[src/rtl/hvac_output_sequencer.sv]
// HVAC actuator sequencer: minimum run time, post-run lockout and heat/cool exclusion.
// Optional macro FAN_RUNON_EN keeps the fan running through LOCKOUT.
module hvac_output_sequencer #(
    parameter int MIN_ON_CYCLES  = 16,
    parameter int LOCKOUT_CYCLES = 32,
    parameter int CNT_W          = 16
) (
    input  logic       clk,
    input  logic       rst,
    input  logic       heat_req,
    input  logic       cool_req,
    output logic       heater_on,
    output logic       cooler_on,
    output logic       fan_on,
    output logic       conflict,
    output logic [1:0] state
);

    typedef enum logic [1:0] {
        IDLE    = 2'd0,
        HEAT    = 2'd1,
        COOL    = 2'd2,
        LOCKOUT = 2'd3
    } state_t;

    localparam logic [CNT_W-1:0] MIN_TERM  = CNT_W'(MIN_ON_CYCLES - 1);
    localparam logic [CNT_W-1:0] LOCK_TERM = CNT_W'(LOCKOUT_CYCLES - 1);

    state_t           state_q, state_d;
    logic [CNT_W-1:0] cnt_q, cnt_d;
    logic             conflict_q, conflict_d;
    logic             min_met, lock_done;
    logic [CNT_W-1:0] term;

    assign min_met   = (cnt_q == MIN_TERM);
    assign lock_done = (cnt_q == LOCK_TERM);

    always_comb begin
        state_d    = state_q;
        conflict_d = 1'b0;
        case (state_q)
            IDLE: begin
                if (heat_req && !cool_req)      state_d = HEAT;
                else if (cool_req && !heat_req) state_d = COOL;
                conflict_d = heat_req && cool_req;
            end
            // An early request drop is ignored until the minimum run is met.
            HEAT:    if (min_met && (!heat_req || cool_req)) state_d = LOCKOUT;
            COOL:    if (min_met && (!cool_req || heat_req)) state_d = LOCKOUT;
            LOCKOUT: if (lock_done) state_d = IDLE;
            default: state_d = IDLE;
        endcase
    end

    // Counter restarts on every state change and saturates so a held request never wraps it.
    always_comb begin
        term  = (state_q == LOCKOUT) ? LOCK_TERM : MIN_TERM;
        cnt_d = cnt_q;
        if (state_d != state_q || state_q == IDLE) cnt_d = '0;
        else if (cnt_q != term)                    cnt_d = cnt_q + CNT_W'(1);
    end

    always_ff @(posedge clk or posedge rst) begin
        if (rst) begin
            state_q    <= IDLE;
            cnt_q      <= '0;
            conflict_q <= 1'b0;
        end else begin
            state_q    <= state_d;
            cnt_q      <= cnt_d;
            conflict_q <= conflict_d;
        end
    end

    assign heater_on = (state_q == HEAT);
    assign cooler_on = (state_q == COOL);
    assign conflict  = conflict_q;
    assign state     = state_q;
`ifdef FAN_RUNON_EN
    assign fan_on    = (state_q == HEAT) || (state_q == COOL) || (state_q == LOCKOUT);
`else
    assign fan_on    = (state_q == HEAT) || (state_q == COOL);
`endif

endmodule

[config.mk]
export PLATFORM = sky130hd
export DESIGN_NAME = hvac_output_sequencer
export DESIGN_NICKNAME = d
export VERILOG_FILES = /design/src/rtl/hvac_output_sequencer.sv
export SDC_FILE = /design/constraint.sdc
export NUM_CORES = 1
export LEC_CHECK = 0
export BUFFER_PORTS_ARGS = -buffer_cell sky130_fd_sc_hd__buf_2
export CAP_MARGIN = 10
export CORE_ASPECT_RATIO = 0.7
export CORE_MARGIN = 5
export CORE_UTILIZATION = 37
export DETAILED_ROUTE_END_ITERATION = 6
export PLACE_DENSITY = 0.53
export SYNTH_ARGS = -nofsm -noshare
export SYNTH_HDL_FRONTEND = slang
export SYNTH_SLANG_ARGS = --single-unit
[constraint.sdc]
create_clock -name clk -period 3.5 [get_ports clk]
set_input_delay 0 -clock clk [delete_from_list [all_inputs] [get_ports clk]]
set_output_delay 0 -clock clk [all_outputs]
set_load 0.03 [all_outputs]
==> impl_metrics.json <==
{
  "place_congestion": 0.812,
  "fin_worst_skew_ps": 1.06,
  "ys.flop_type": "dfrtp_1",
  "p_leak_nw": 0.553,
  "core_area_sq_um": 3470,
  "antennaDiodeCount": 0,
  "cp-end-kind": "register",
  "postCtsSetupBuffers": 0,
  "cts_root_buffer": "clkbuf_8",
  "clkSlewWorstSetupHoldPaths_ps": 70,
  "hold_viol": 0,
  "drtPass1Iterations": 4,
  "viasPerCell": 5.74,
  "startpoint_type": "register",
  "ios": 10,
  "drv_cap": 0,
  "h-tree-depth": 1,
  "ant_nets": 0,
  "start_util_pct": 37.6,
  "area_growth_pct": 10.1,
  "insertion_delay_ps": 250,
  "grt_pass1_vias": 1014,
  "cts_buffers": 3,
  "ys_seq_elements": 19,
  "drc_errors": 0,
  "fin_tns_setup_ps": 0,
  "antenna_found_initial": 0,
  "p_per_area_nw_per_um2": 662,
  "cts_hold_buf": 1,
  "synth_edf_count": 0,
  "synth_area_leaders": "dfrtp_1 36%, ha_1 4.8%, nor3_1 4.6%",
  "cts_tree": "done",
  "path_max_fanout": 16,
  "arrival_ps": 2940,
  "cts_resized": 0,
  "ir_drop_uv": 610,
  "final_common_cell": "dfrtp_1",
  "stdcell_count": 195,
  "relSlewSlack_pct": 42.5,
  "hold-worst-slack_ps": 61.8,
  "clockBufferDepth": 2,
  "grt_first_pass_wirelength_um": 5200,
  "portBuffers": 9,
  "dp_hpwl_um": 2260,
  "placed_cell_area_sq_um": 1380,
  "rsz0062_at_grt": "no",
  "vias": 1119,
  "final.min_clock_period_ps": 2840,
  "synth_area_sq_um": 1310,
  "drt_iter0_drc": 41,
  "routed_wl_um": 2990,
  "worst-slew-pin-transition_ps": 856,
  "drive_gt1_share_pct": 15.9,
  "die_h_um": 59.7,
  "yosysTopAreaCell": "dfrtp_1",
  "final_core_util_pct": 41.4,
  "fin_crit_sh_pct": 81.1,
  "rows": 18,
  "hp-class": "input port to register",
  "dp_cells": 190,
  "cp.required_ps": 3610,
  "stdcell_area_sq_um": 1440,
  "netlist_instances": 138,
  "fmaxAchievable_ghz": 0.352,
  "setup_viol": 0,
  "layout_common_cells": "19 x dfrtp_1, 12 x nor3_1, 10 x nand2_1, 9 x buf_2, 8 x nand3_1",
  "slew_violations": 0,
  "synth.distinct_cells": 42,
  "grt_max_degree": 20,
  "outcome": "finished clean",
  "synth_nets": 147,
  "clock_sinks": 19,
  "die_w_um": 81.0,
  "syn_area_per_cell_sq_um": 9.46,
  "gr-total-overflow": 0,
  "async_flop_share_pct": 100,
  "grt_use_total_pct": 14.2,
  "layout.nets": 155,
  "synth_top_area_share_pct": 36.4,
  "wl_per_cell_um": 15.3,
  "dieArea_sq_um": 4830,
  "yosysSeqAreaShare_pct": 36.4,
  "critPathKind": "register to register",
  "synth-warning-count": 0
}
[state kept, by name, indices dropped and copies added (netlist names)]
register / flops
state: 2
conflict: 1
cnt_q: 16
[kinds of logic (layout without fill, tap and decap cells)]
logic type | count (synthesis) | after routing | synth area share [%]
xor gates and xnor gates | 10 | 10 | 6.71
adders and majority gates | 5 | 5 | 4.79
AOI/OAI and AO/OA | 23 | 23 | 16.0
and+or+nand+nor | 71 | 71 | 32.7
DFF | 19 | 19 | 36.4
buffers and inverters | 10 | 17 | 3.36
[Yosys cell counts, types with 2 or more instances]
library cell  number
ha_1               5
nor3_1            12
xnor2_1            4
nand3_1            8
nor2_1             2
or3_1              5
a311oi_1           2
buf_2              2
a211oi_1           5
nand2_1           10
or4_1              2
or2_2              2
dfrtp_1           19
o21ai_0            6
nand4_1            6
nor4_1             4
inv_1              3
xor2_1             6
and3_1             2
and4_1             2
or4_4              3
clkbuf_1           3
nor2b_1            4
nand2b_1           3
[metrics by stage]
step	setup slack [ps]	power [mW]
3_3_place_gp	674	0.811
2_1_floorplan	889	0.699
6_report	662	0.951
4_1_cts	649	0.960
5_1_grt	438	1.02
3_5_place_dp	664	0.804
[where the power goes]
| group | leakage [nW] | switching, mW | internal, mW |
|---|---|---|---|
| combinational | 0.268 | 0.344 | 0.172 |
| clock | 0.0255 | 0.0720 | 0.0791 |
| sequential | 0.259 | 0.0400 | 0.244 |
| total | 0.553 | 0.456 | 0.495 |
[layer usage]
metal	global-route usage [%]	vias up	wire length, um
li1	-	543	-
met1	21.6	543	1600
met2	19.3	29	1210
met3	4.37	4	148
met4	3.61	0	33
met5	0	-	0
[area by class of cell]
cell class / instances / area (sq um)
clock buffer: 3 / 41.3
clock inverter: 1 / 5.00
fill: 347 / 2030
inverter: 3 / 11.3
multi-input combinational: 109 / 786
sequential: 19 / 475
tap: 50 / 62.6
timing repair buffer: 10 / 55.1
[final timing paths]
kind / from / to / slack (ps) / depth (start not counted)
worst max-delay path: cnt_q[0] / cnt_q[6] / 660 / 5
worst min-delay path: cool_req / conflict / 60 / 2
min in group asynchronous: rst / cnt_q[12] / 410 / 3
max in group asynchronous: rst / state[0] / 2630 / 3
worst min register to register: cnt_q[1] / cnt_q[1] / 600 / 2
worst max register to register: cnt_q[0] / cnt_q[6] / 660 / 5
[worst max-delay path, stage by stage, from the launching register on]
cell,delay [ps]
dfrtp_1,400
ha_1,300
or4b_1,580
or4_4,570
a221oi_4,690
nor3_1,140
Power figures use the tool's default switching activity.
